`config.mk`:
```
export PLATFORM = sky130hd
export DESIGN_NAME = accel_lock_arbiter
export DESIGN_NICKNAME = d
export VERILOG_FILES = /design/src/rtl/accel_lock_arbiter_pkg.sv /design/src/rtl/accel_lock_arbiter_rr_pick.sv /design/src/rtl/accel_lock_arbiter.sv
export SDC_FILE = /design/constraint.sdc
export NUM_CORES = 1
export LEC_CHECK = 0
export CORE_MARGIN = 3
export CORE_UTILIZATION = 38
export CTS_CLUSTER_SIZE = 30
export DETAILED_ROUTE_END_ITERATION = 12
export HOLD_SLACK_MARGIN = 0.03
export PLACE_DENSITY = 0.83
export SLEW_MARGIN = 20
export SYNTH_ARGS = -nofsm -noshare
export SYNTH_HDL_FRONTEND = slang
export SYNTH_HIERARCHICAL = 1
export SYNTH_SLANG_ARGS = --single-unit
```
`constraint.sdc`:
```
create_clock -name clk -period 1.82 [get_ports clk]
set_input_delay 0.273 -clock clk [delete_from_list [all_inputs] [get_ports clk]]
set_output_delay 0.273 -clock clk [all_outputs]
set_load 0.01 [all_outputs]
```
`src/rtl/accel_lock_arbiter_pkg.sv`:
```
// Shared types and helpers for the accelerator lock arbiter.
//   lock_state_e : lock FSM states (IDLE, OWNED, RST)
//   OWNER_NONE   : owner index reported while the lock is free
//   idx_width    : bits needed to hold a client index
//   cnt_width    : bits needed for a counter running 0..n_cycles-1
package accel_lock_pkg;

   typedef enum logic [1:0] {
      IDLE  = 2'd0,
      OWNED = 2'd1,
      RST   = 2'd2
   } lock_state_e;

   // Free lock reports an index one past the last client.
   function automatic logic [31:0] OWNER_NONE(input int unsigned n_clients);
      return 32'(n_clients);
   endfunction

   function automatic int unsigned idx_width(input int unsigned n_clients);
      return (n_clients > 1) ? $clog2(n_clients) : 1;
   endfunction

   function automatic int unsigned cnt_width(input int unsigned n_cycles);
      return (n_cycles > 2) ? $clog2(n_cycles) : 1;
   endfunction

endpackage

```
`src/rtl/accel_lock_arbiter_rr_pick.sv`:
```
// Combinational round-robin picker.
//   i_req      : request vector, one bit per client
//   i_last     : index of the most recently served client
//   o_grant_c  : one-hot winner (zero when nothing requested)
//   o_idx_c    : winner index
//   o_valid_c  : at least one request present
// Search starts at (i_last+1) and wraps modulo N, which need not be a power of two.
module rr_pick
   import accel_lock_pkg::*;
#(
   parameter  int unsigned N  = 2,
   localparam int unsigned IW = idx_width(N)
) (
   input  logic [N-1:0]  i_req,
   input  logic [IW-1:0] i_last,
   output logic [N-1:0]  o_grant_c,
   output logic [IW-1:0] o_idx_c,
   output logic          o_valid_c
);

   // One extra bit so last+k (at most 2N-1) never overflows before the wrap.
   logic [IW:0] w_cand;

   // First requester found walking upward from the slot after the last owner.
   always_comb begin
      o_grant_c = '0;
      o_idx_c   = '0;
      o_valid_c = 1'b0;
      w_cand    = '0;
      for (int unsigned k = 1; k <= N; k++) begin
         w_cand = (IW+1)'(i_last) + (IW+1)'(k);
         if (w_cand >= (IW+1)'(N)) begin
            w_cand = w_cand - (IW+1)'(N);
         end
         if (!o_valid_c && i_req[w_cand[IW-1:0]]) begin
            o_valid_c                  = 1'b1;
            o_idx_c                    = w_cand[IW-1:0];
            o_grant_c[w_cand[IW-1:0]]  = 1'b1;
         end
      end
   end

endmodule

```
`src/rtl/accel_lock_arbiter.sv`:
```
// Round-robin lock that shares one encryption accelerator between cores.
// Optional watchdog reclaim is compiled in with ACCEL_LOCK_WATCHDOG_EN.
//   clk, rst_n         : clock, asynchronous active-low reset
//   req_i              : per-core one-cycle acquire strobe (latched as pending)
//   rel_i              : per-core one-cycle release strobe (owner only)
//   grant_o            : one-hot owner, zero when free
//   owner_o            : owner index, N_CLIENTS when free
//   locked_o           : lock is held
//   accelerator_rst_n  : accelerator reset, pulsed low after every release
//   timeout_o          : one-cycle pulse when the watchdog reclaims the lock
module accel_lock_arbiter
   import accel_lock_pkg::*;
#(
   parameter int unsigned N_CLIENTS        = 2,
   parameter int unsigned TIMEOUT_CYCLES   = 1024,
   parameter int unsigned RST_PULSE_CYCLES = 2
) (
   input  logic                 clk,
   input  logic                 rst_n,
   input  logic [N_CLIENTS-1:0] req_i,
   input  logic [N_CLIENTS-1:0] rel_i,
   output logic [N_CLIENTS-1:0] grant_o,
   output logic [31:0]          owner_o,
   output logic                 locked_o,
   output logic                 accelerator_rst_n,
   output logic                 timeout_o
);

   localparam int unsigned IW = idx_width(N_CLIENTS);
   localparam int unsigned RW = cnt_width(RST_PULSE_CYCLES);

   lock_state_e          r_state, w_state_nxt;
   logic [N_CLIENTS-1:0] r_pending, w_pend_nxt;
   logic [N_CLIENTS-1:0] r_grant, w_grant_nxt;
   logic [31:0]          r_owner, w_owner_nxt;
   logic [IW-1:0]        r_last, w_last_nxt;
   logic                 r_locked, w_locked_nxt;
   logic                 r_acc_rst_n, w_acc_rst_n_nxt;
   logic [RW-1:0]        r_rst_cnt, w_rst_cnt_nxt;
   logic                 w_go_rst;
   logic [N_CLIENTS-1:0] w_req_eff;

   logic [N_CLIENTS-1:0] w_pick_req;
   logic [N_CLIENTS-1:0] w_pick_grant;
   logic [IW-1:0]        w_pick_idx;
   logic                 w_pick_valid;
   logic                 w_grant_evt;
   logic                 w_rel_own;

   // While owned, r_last is the owner index.
   assign w_rel_own   = (r_state == OWNED) && rel_i[r_last];
   assign w_pick_req  = r_pending | req_i;
   assign w_grant_evt = (r_state == IDLE) && w_pick_valid;

   rr_pick #(
      .N (N_CLIENTS)
   ) u_pick (
      .i_req     (w_pick_req),
      .i_last    (r_last),
      .o_grant_c (w_pick_grant),
      .o_idx_c   (w_pick_idx),
      .o_valid_c (w_pick_valid)
   );

`ifdef ACCEL_LOCK_WATCHDOG_EN
   localparam int unsigned WW = cnt_width(TIMEOUT_CYCLES);

   logic [WW-1:0] r_wd_cnt;
   logic          r_timeout, w_timeout_nxt;
   logic          w_wd_expire;

   assign w_wd_expire = (r_wd_cnt == WW'(TIMEOUT_CYCLES - 1));

   // Hold-time counter: zero in the first owned cycle, +1 per owned cycle.
   always_ff @(posedge clk or negedge rst_n) begin
      if (!rst_n) begin
         r_wd_cnt <= '0;
      end else if (w_grant_evt) begin
         r_wd_cnt <= '0;
      end else if (r_state == OWNED) begin
         r_wd_cnt <= r_wd_cnt + WW'(1);
      end
   end

   // Pulse marks the first cycle of the reclaim reset.
   always_ff @(posedge clk or negedge rst_n) begin
      if (!rst_n) begin
         r_timeout <= 1'b0;
      end else begin
         r_timeout <= w_timeout_nxt;
      end
   end

   assign timeout_o = r_timeout;
`else
   // Watchdog compiled out: lock is held until released, pulse is constant 0.
   assign timeout_o = 1'b0 && (TIMEOUT_CYCLES >= 2);
`endif

   // Next-state and next-output logic.
   always_comb begin
      w_state_nxt     = r_state;
      w_grant_nxt     = r_grant;
      w_owner_nxt     = r_owner;
      w_last_nxt      = r_last;
      w_locked_nxt    = r_locked;
      w_acc_rst_n_nxt = 1'b1;
      w_rst_cnt_nxt   = r_rst_cnt;
      w_go_rst        = 1'b0;
`ifdef ACCEL_LOCK_WATCHDOG_EN
      w_timeout_nxt   = 1'b0;
`endif
      // Owner re-requests are dropped unless it is releasing in the same cycle.
      w_req_eff = req_i;
      if ((r_state == OWNED) && !w_rel_own) begin
         w_req_eff[r_last] = 1'b0;
      end
      w_pend_nxt = r_pending | w_req_eff;

      unique case (r_state)
         IDLE: begin
            if (w_grant_evt) begin
               w_state_nxt  = OWNED;
               w_grant_nxt  = w_pick_grant;
               w_owner_nxt  = 32'(w_pick_idx);
               w_last_nxt   = w_pick_idx;
               w_locked_nxt = 1'b1;
               w_pend_nxt   = w_pend_nxt & ~w_pick_grant;
            end
         end
         OWNED: begin
            if (w_rel_own) begin
               w_go_rst = 1'b1;
            end
`ifdef ACCEL_LOCK_WATCHDOG_EN
            else if (w_wd_expire) begin
               w_go_rst      = 1'b1;
               w_timeout_nxt = 1'b1;
            end
`endif
         end
         RST: begin
            w_acc_rst_n_nxt = 1'b0;
            if (r_rst_cnt == RW'(RST_PULSE_CYCLES - 1)) begin
               w_state_nxt     = IDLE;
               w_acc_rst_n_nxt = 1'b1;
            end else begin
               w_rst_cnt_nxt = r_rst_cnt + RW'(1);
            end
         end
         default: begin
            w_state_nxt = IDLE;
         end
      endcase

      // Release or reclaim: free the lock and start the accelerator reset pulse.
      if (w_go_rst) begin
         w_state_nxt     = RST;
         w_grant_nxt     = '0;
         w_owner_nxt     = OWNER_NONE(N_CLIENTS);
         w_locked_nxt    = 1'b0;
         w_acc_rst_n_nxt = 1'b0;
         w_rst_cnt_nxt   = '0;
      end
   end

   // State and registered outputs; pointer resets so client 0 wins first.
   always_ff @(posedge clk or negedge rst_n) begin
      if (!rst_n) begin
         r_state     <= IDLE;
         r_pending   <= '0;
         r_grant     <= '0;
         r_owner     <= OWNER_NONE(N_CLIENTS);
         r_last      <= IW'(N_CLIENTS - 1);
         r_locked    <= 1'b0;
         r_acc_rst_n <= 1'b0;
         r_rst_cnt   <= '0;
      end else begin
         r_state     <= w_state_nxt;
         r_pending   <= w_pend_nxt;
         r_grant     <= w_grant_nxt;
         r_owner     <= w_owner_nxt;
         r_last      <= w_last_nxt;
         r_locked    <= w_locked_nxt;
         r_acc_rst_n <= w_acc_rst_n_nxt;
         r_rst_cnt   <= w_rst_cnt_nxt;
      end
   end

   assign grant_o           = r_grant;
   assign owner_o           = r_owner;
   assign locked_o          = r_locked;
   assign accelerator_rst_n = r_acc_rst_n;

endmodule

```
==> out/metrics.cfg, run 1 <==
[drt]
wl_per_cell_um=10.1
ant_nets=0
firstDrtPassIters=5
drt_iter0_markers=3
viasPerCell=3.90
drcViolationCount=0
vias=464
wl_met1_um=501
met3_length_um=137
wl_met2_um=559
top_layer=met3
routed_wl_um=1200

[power_and_ir_drop]
power_switching_share_pct=35.5
p_total_uw=1300
power_frac_seq_pct=39.8
ir_drop_mv=0.923
pwr_density_cell_nw_per_um2=1530
p_sw_uw=460
p_int_uw=837
p_leak_uw=0.000416
comb_power_share_pct=44.2
clkPwrFrac_pct=15.9

[global_route]
grt_pass1_wl_um=1710
overflow=0
grt_use_total_pct=8.66
grt_pass1_vias=382
antenna_found_initial=0
grt_max_degree=13

[sta]
skew_ps=10.2
tightest_slew_ps=545
hold_viol=0
slew_viol_final=0
max_freq_ghz=0.628
rsz0062_at_grt=false
period_needed_ps=1590
min_period_over_period_pct=87.5
setup_viol=0
maxSlewHeadroom_pct=63.6

[critical_path]
cp-end-kind=register
r2r_slack_ps=320
critPathRequiredTime_ps=2010
r2r_end=r_last
crit_type=input port to register
r2r.worst_path.cells=4
r2r_start=r_pending[1]
critical_path_peak_fanout=8
cp.arrival_ps=1780
critPathLaunchType=input port

[floorplanning]
die_area_um2=2630
core_area_um2=1840
rows=15
fp.dieW_um=51.3
die_h_um=51.3
pin_count=43
start_util_pct=42.4

[yosys]
synth.yosys.warnings=6
synth_ff_type=dfrtp_1
synth_cells=79
syn-mean-instance-area_um2=9.88
yosysUniqueCellTypes=21
synth_edf_count=0
ys_seq_area_share_pct=38.8
synth_area_um2=781
synth_seq_cells=12
synth-async-reset-ratio_pct=100

[clock_tree]
clock_latency_ps=270
cts_tree=built
cts_buffer_depth=2
hold_buffers=0
cts_buffers=3
cts_resized=0
path_clk_slew_ps=80
postCtsSetupBuffers=0
clock_sinks=12
cts_root_buf=clkbuf_4
cts_max_level=1

[layout]
n_antenna_cell=0
layout.nets=101
fin_cells=119
drive_above_1_share_pct=13.8
fin_util_pct=46.0
syn_to_final_growth_pct=8.33

[run]
maxCapViolCount=0

[place]
hpwl_um=931
numPortBuffers=11
gp_congestion=0.761
post-place-cells=115

[hold_path]
hp-class=input port to async pin

[outcome]
status=completed

==> worst max-delay path, stage by stage <==
cell	delay [ps]
clkdlybuf4s50_1	480
or2_2	120
or2_1	120
nor3b_4	400
mux2_2	380
==> cell type report <==
cell class | count | area (um2)
Clock buffer | 4 | 36.3
Fill cell | 183 | 993
Inverter | 3 | 11.3
Multi-Input combinational cell | 63 | 347
Sequential cell | 12 | 303
Tap cell | 25 | 31.3
Timing Repair Buffer | 12 | 118
==> cell usage in the layout (no fill, tap or decap) <==
cell	count
a21boi_0	2
dfrtp_1	10
nand2b_1	1
or4b_1	1
or2_1	1
dfstp_2	2
a21oi_1	5
nor3b_4	1
or2b_1	1
or2_2	3
a21boi_1	1
conb_1	31
buf_4	1
a21o_1	1
nand4bb_1	1
nor3b_2	1
a31oi_1	1
mux2i_1	4
nor2_1	7
inv_1	3
clkdlybuf4s50_1	11
clkbuf_8	1
mux2_2	1
clkbuf_4	3
==> cell families after synthesis <==
kind of cell    count (synthesis)  share of synthesized area [%]
buf+inv                        34                           31.2
simple gates                   17                           15.1
flops                          12                           38.8
compound gates                 10                           7.85
mux                             5                           6.57
other cells                     1                          0.480
==> through the flow <==
| step | hold slack (ps) | area, um2 | setup slack, ps | TNS (ps) |
|---|---|---|---|---|
| after global routing | 365 | 846 | 165 | 0 |
| after global placement | 485 | 810 | 18.2 | 0 |
| final | 350 | 846 | 228 | 0 |
| after floorplan | -22.6 | 893 | 395 | 0 |
| after detailed placement | 505 | 810 | -42.9 | -79.0 |
| after CTS | 371 | 846 | 213 | 0 |
==> routing by layer <==
layer | track usage, % | vias up
li1 | - | 223
met2 | 13.9 | 27
met5 | 0 | -
met4 | 1.31 | 0
met1 | 10.7 | 214
met3 | 4.08 | 0
==> state kept, by name, summed over array words and instances, names as in the netlist <==
register	count
accelerator_rst_n	1
r_pending	2
r_last	1
grant_o	2
owner_o	2
locked_o	1
r_rst_cnt	1
r_state	2
==> cell usage after synthesis, types with 2 or more instances <==
cell      instances  area [um2]
a21boi_0          2        15.0
a21oi_1           5        25.0
buf_4            31         233
dfrtp_1          10         250
dfstp_2           2        52.6
inv_1             3        11.3
mux2i_1           4        40.0
nor2_1            7        26.3
or2_2             3        18.8
==> power groups by stage <==
stage | Combinational (uW) | Sequential [uW] | Clock, uW
after floorplan | 398 | 528 | 0
after global placement | 558 | 514 | 0
after detailed placement | 574 | 520 | 0
after CTS | 581 | 517 | 213
after global routing | 639 | 531 | 224
final | 574 | 516 | 207
==> worst max-delay path by stage <==
stage	start	endpoint	slack, ps	cells past startpoint
CTS	owner_o[1]	owner_o[1]	210	1
detailed placement	req_i[0]	r_last	-40	5
global placement	req_i[1]	r_last	20	5
finish	req_i[1]	r_last	230	5
global route	req_i[1]	r_last	160	5
floorplan	r_pending[1]	r_last	390	4
Power figures use the tool's default switching activity.
==> run 2: changes to the inputs <==
--- a/config.mk
+++ b/config.mk
@@ -5,6 +5,7 @@
 export SDC_FILE = /design/constraint.sdc
 export NUM_CORES = 1
 export LEC_CHECK = 0
+export ABC_CLOCK_PERIOD_IN_PS = 1820
 export CORE_MARGIN = 3
 export CORE_UTILIZATION = 38
 export CTS_CLUSTER_SIZE = 30
==> results of run 2 <==
Final layout, timing and power as in run 1 (identical DEF).
==> run 3: changes to the inputs <==
--- a/config.mk
+++ b/config.mk
@@ -11,7 +11,7 @@
 export CTS_CLUSTER_SIZE = 30
 export DETAILED_ROUTE_END_ITERATION = 12
 export HOLD_SLACK_MARGIN = 0.03
-export PLACE_DENSITY = 0.83
+export PLACE_DENSITY_LB_ADDON = 0.3
 export SLEW_MARGIN = 20
 export SYNTH_ARGS = -nofsm -noshare
 export SYNTH_HDL_FRONTEND = slang
==> out/metrics.cfg, run 3 (synthesis gave the netlist of run 1 again) <==
[drt]
wl_per_cell_um=9.87  ; -1.9%
drt_iter0_markers=6  ; +3
drcViolationCount=0  ; unchanged
ant_nets=0  ; unchanged
routed_wl_um=1180  ; -1.9%
viasPerCell=3.97  ; +1.7%
firstDrtPassIters=4  ; -1
vias=472  ; +1.7%

[critical_path]
r2r_start=r_pending[1]
cp-startpoint=owner_o[1]
cpMaxStageDelayCell=dfstp_2
crit_type=register to output pin
worst-path-stages=1  ; -4
slowest_delay_ps=540  ; +60 ps
cp-end-kind=output pin
cp.arrival_ps=1340  ; -440 ps
crit_chain=clkdlybuf4s50_1
critPathRequiredTime_ps=1550  ; -460 ps
critPathBufInv=1  ; unchanged
r2r.worst_path.cells=4  ; unchanged
critPathLaunchType=register
crit_family=flip-flops
critical_path_peak_fanout=2  ; -6

[clock_tree]
cts_resized=0  ; unchanged
clock_latency_ps=270  ; about the same
path_clk_slew_ps=80  ; about the same
cts_root_buf=clkbuf_4
postCtsSetupBuffers=0  ; unchanged
cts_tree=built
hold_buffers=0  ; unchanged
cts_buffer_depth=2  ; unchanged
cts_max_level=1  ; unchanged
clock_sinks=12  ; unchanged
cts_buffers=3  ; unchanged

[floorplanning]
die_area_um2=2630  ; unchanged
start_util_pct=42.4  ; unchanged
fp.dieW_um=51.3  ; unchanged
pin_count=43  ; unchanged
rows=15  ; unchanged
die_h_um=51.3  ; unchanged
core_area_um2=1840  ; unchanged

[layout]
layout.nets=101  ; unchanged
drive_above_1_share_pct=13.8  ; unchanged
n_antenna_cell=0  ; unchanged
fin_util_pct=46.0  ; unchanged
fin_cells=119  ; unchanged
syn_to_final_growth_pct=8.33  ; unchanged
layout_commonest_cell=conb_1
final_cell_mix=conb_1 (31), clkdlybuf4s50_1 (11), dfrtp_1 (10), nor2_1 (7), a21oi_1 (5)

[power_and_ir_drop]
pwr_density_cell_nw_per_um2=1540  ; +0.33%
ir_drop_mv=0.718  ; -22%
p_total_uw=1300  ; +0.33%
p_leak_uw=0.000416  ; about the same

[place]
numPortBuffers=11  ; unchanged
post-place-cells=115  ; unchanged
hpwl_um=903  ; -3.0%
gp_congestion=0.787  ; +3.5%

[global_route]
antenna_found_initial=0  ; unchanged
grt_pass1_wl_um=1810  ; +6.0%
overflow=0  ; unchanged
grt_use_total_pct=9.26  ; +0.60 points
grt_pass1_vias=403  ; +5.5%
grt_max_degree=13  ; unchanged

[sta]
hold_viol=0  ; unchanged
slew_viol_final=0  ; unchanged
maxSlewHeadroom_pct=63.5  ; -0.10 points
skew_ps=5.20  ; -5.04 ps
holdWs_ps=344  ; -6.33 ps
max_freq_ghz=0.620  ; -1.3%
min_period_over_period_pct=88.7  ; +1.2 points
setup_viol=0  ; unchanged
tns_ps=0  ; unchanged
rsz0062_at_grt=false
period_needed_ps=1610  ; +21.4 ps
tightest_slew_ps=545  ; +0.841 ps

[run]
maxCapViolCount=0  ; unchanged

[outcome]
status=completed

[hold_path]
hp-class=input port to async pin

==> run 3: layer usage <==
| layer | vias up | wire (um) | global-route usage (%) |
|---|---|---|---|
| met3 | 2 | 153 | 4.08 |
| met1 | 210 | 535 | 13.8 |
| met5 | - | 0 | 0 |
| met2 | 36 | 477 | 11.8 |
| li1 | 224 | - | - |
| met4 | 0 | 9 | 2.62 |
==> run 3: path summary, 6_finish.rpt <==
path                                     end  slack [ps]
min in group clk           accelerator_rst_n         510
hold reg to reg            accelerator_rst_n         510
setup reg to reg                      r_last         330
hold / removal                    grant_o[0]         340
max in group asynchronous             r_last        1110
setup / recovery                  owner_o[1]         210
==> run 3: area by class of cell <==
class                           instances  area [um2]
Fill cell                             185         993
Timing Repair Buffer                   12         118
Inverter                                3        11.3
Sequential cell                        12         303
Multi-Input combinational cell         63         347
Clock buffer                            4        36.3
Tap cell                               25        31.3
==> run 3: through the flow <==
stage               area (um2)  setup WS (ps)
finish                     846            207
global route               846            160
CTS                        846            192
detailed placement         810          -36.2
global placement           810           4.97
floorplan                  893            395
==> run 3: report_power, final <==
part / internal [uW] / total [uW] / switching [uW]
Sequential: 412 / 513 / 102
Clock: 122 / 212 / 90.6
Combinational: 303 / 576 / 273
Total: 837 / 1300 / 465
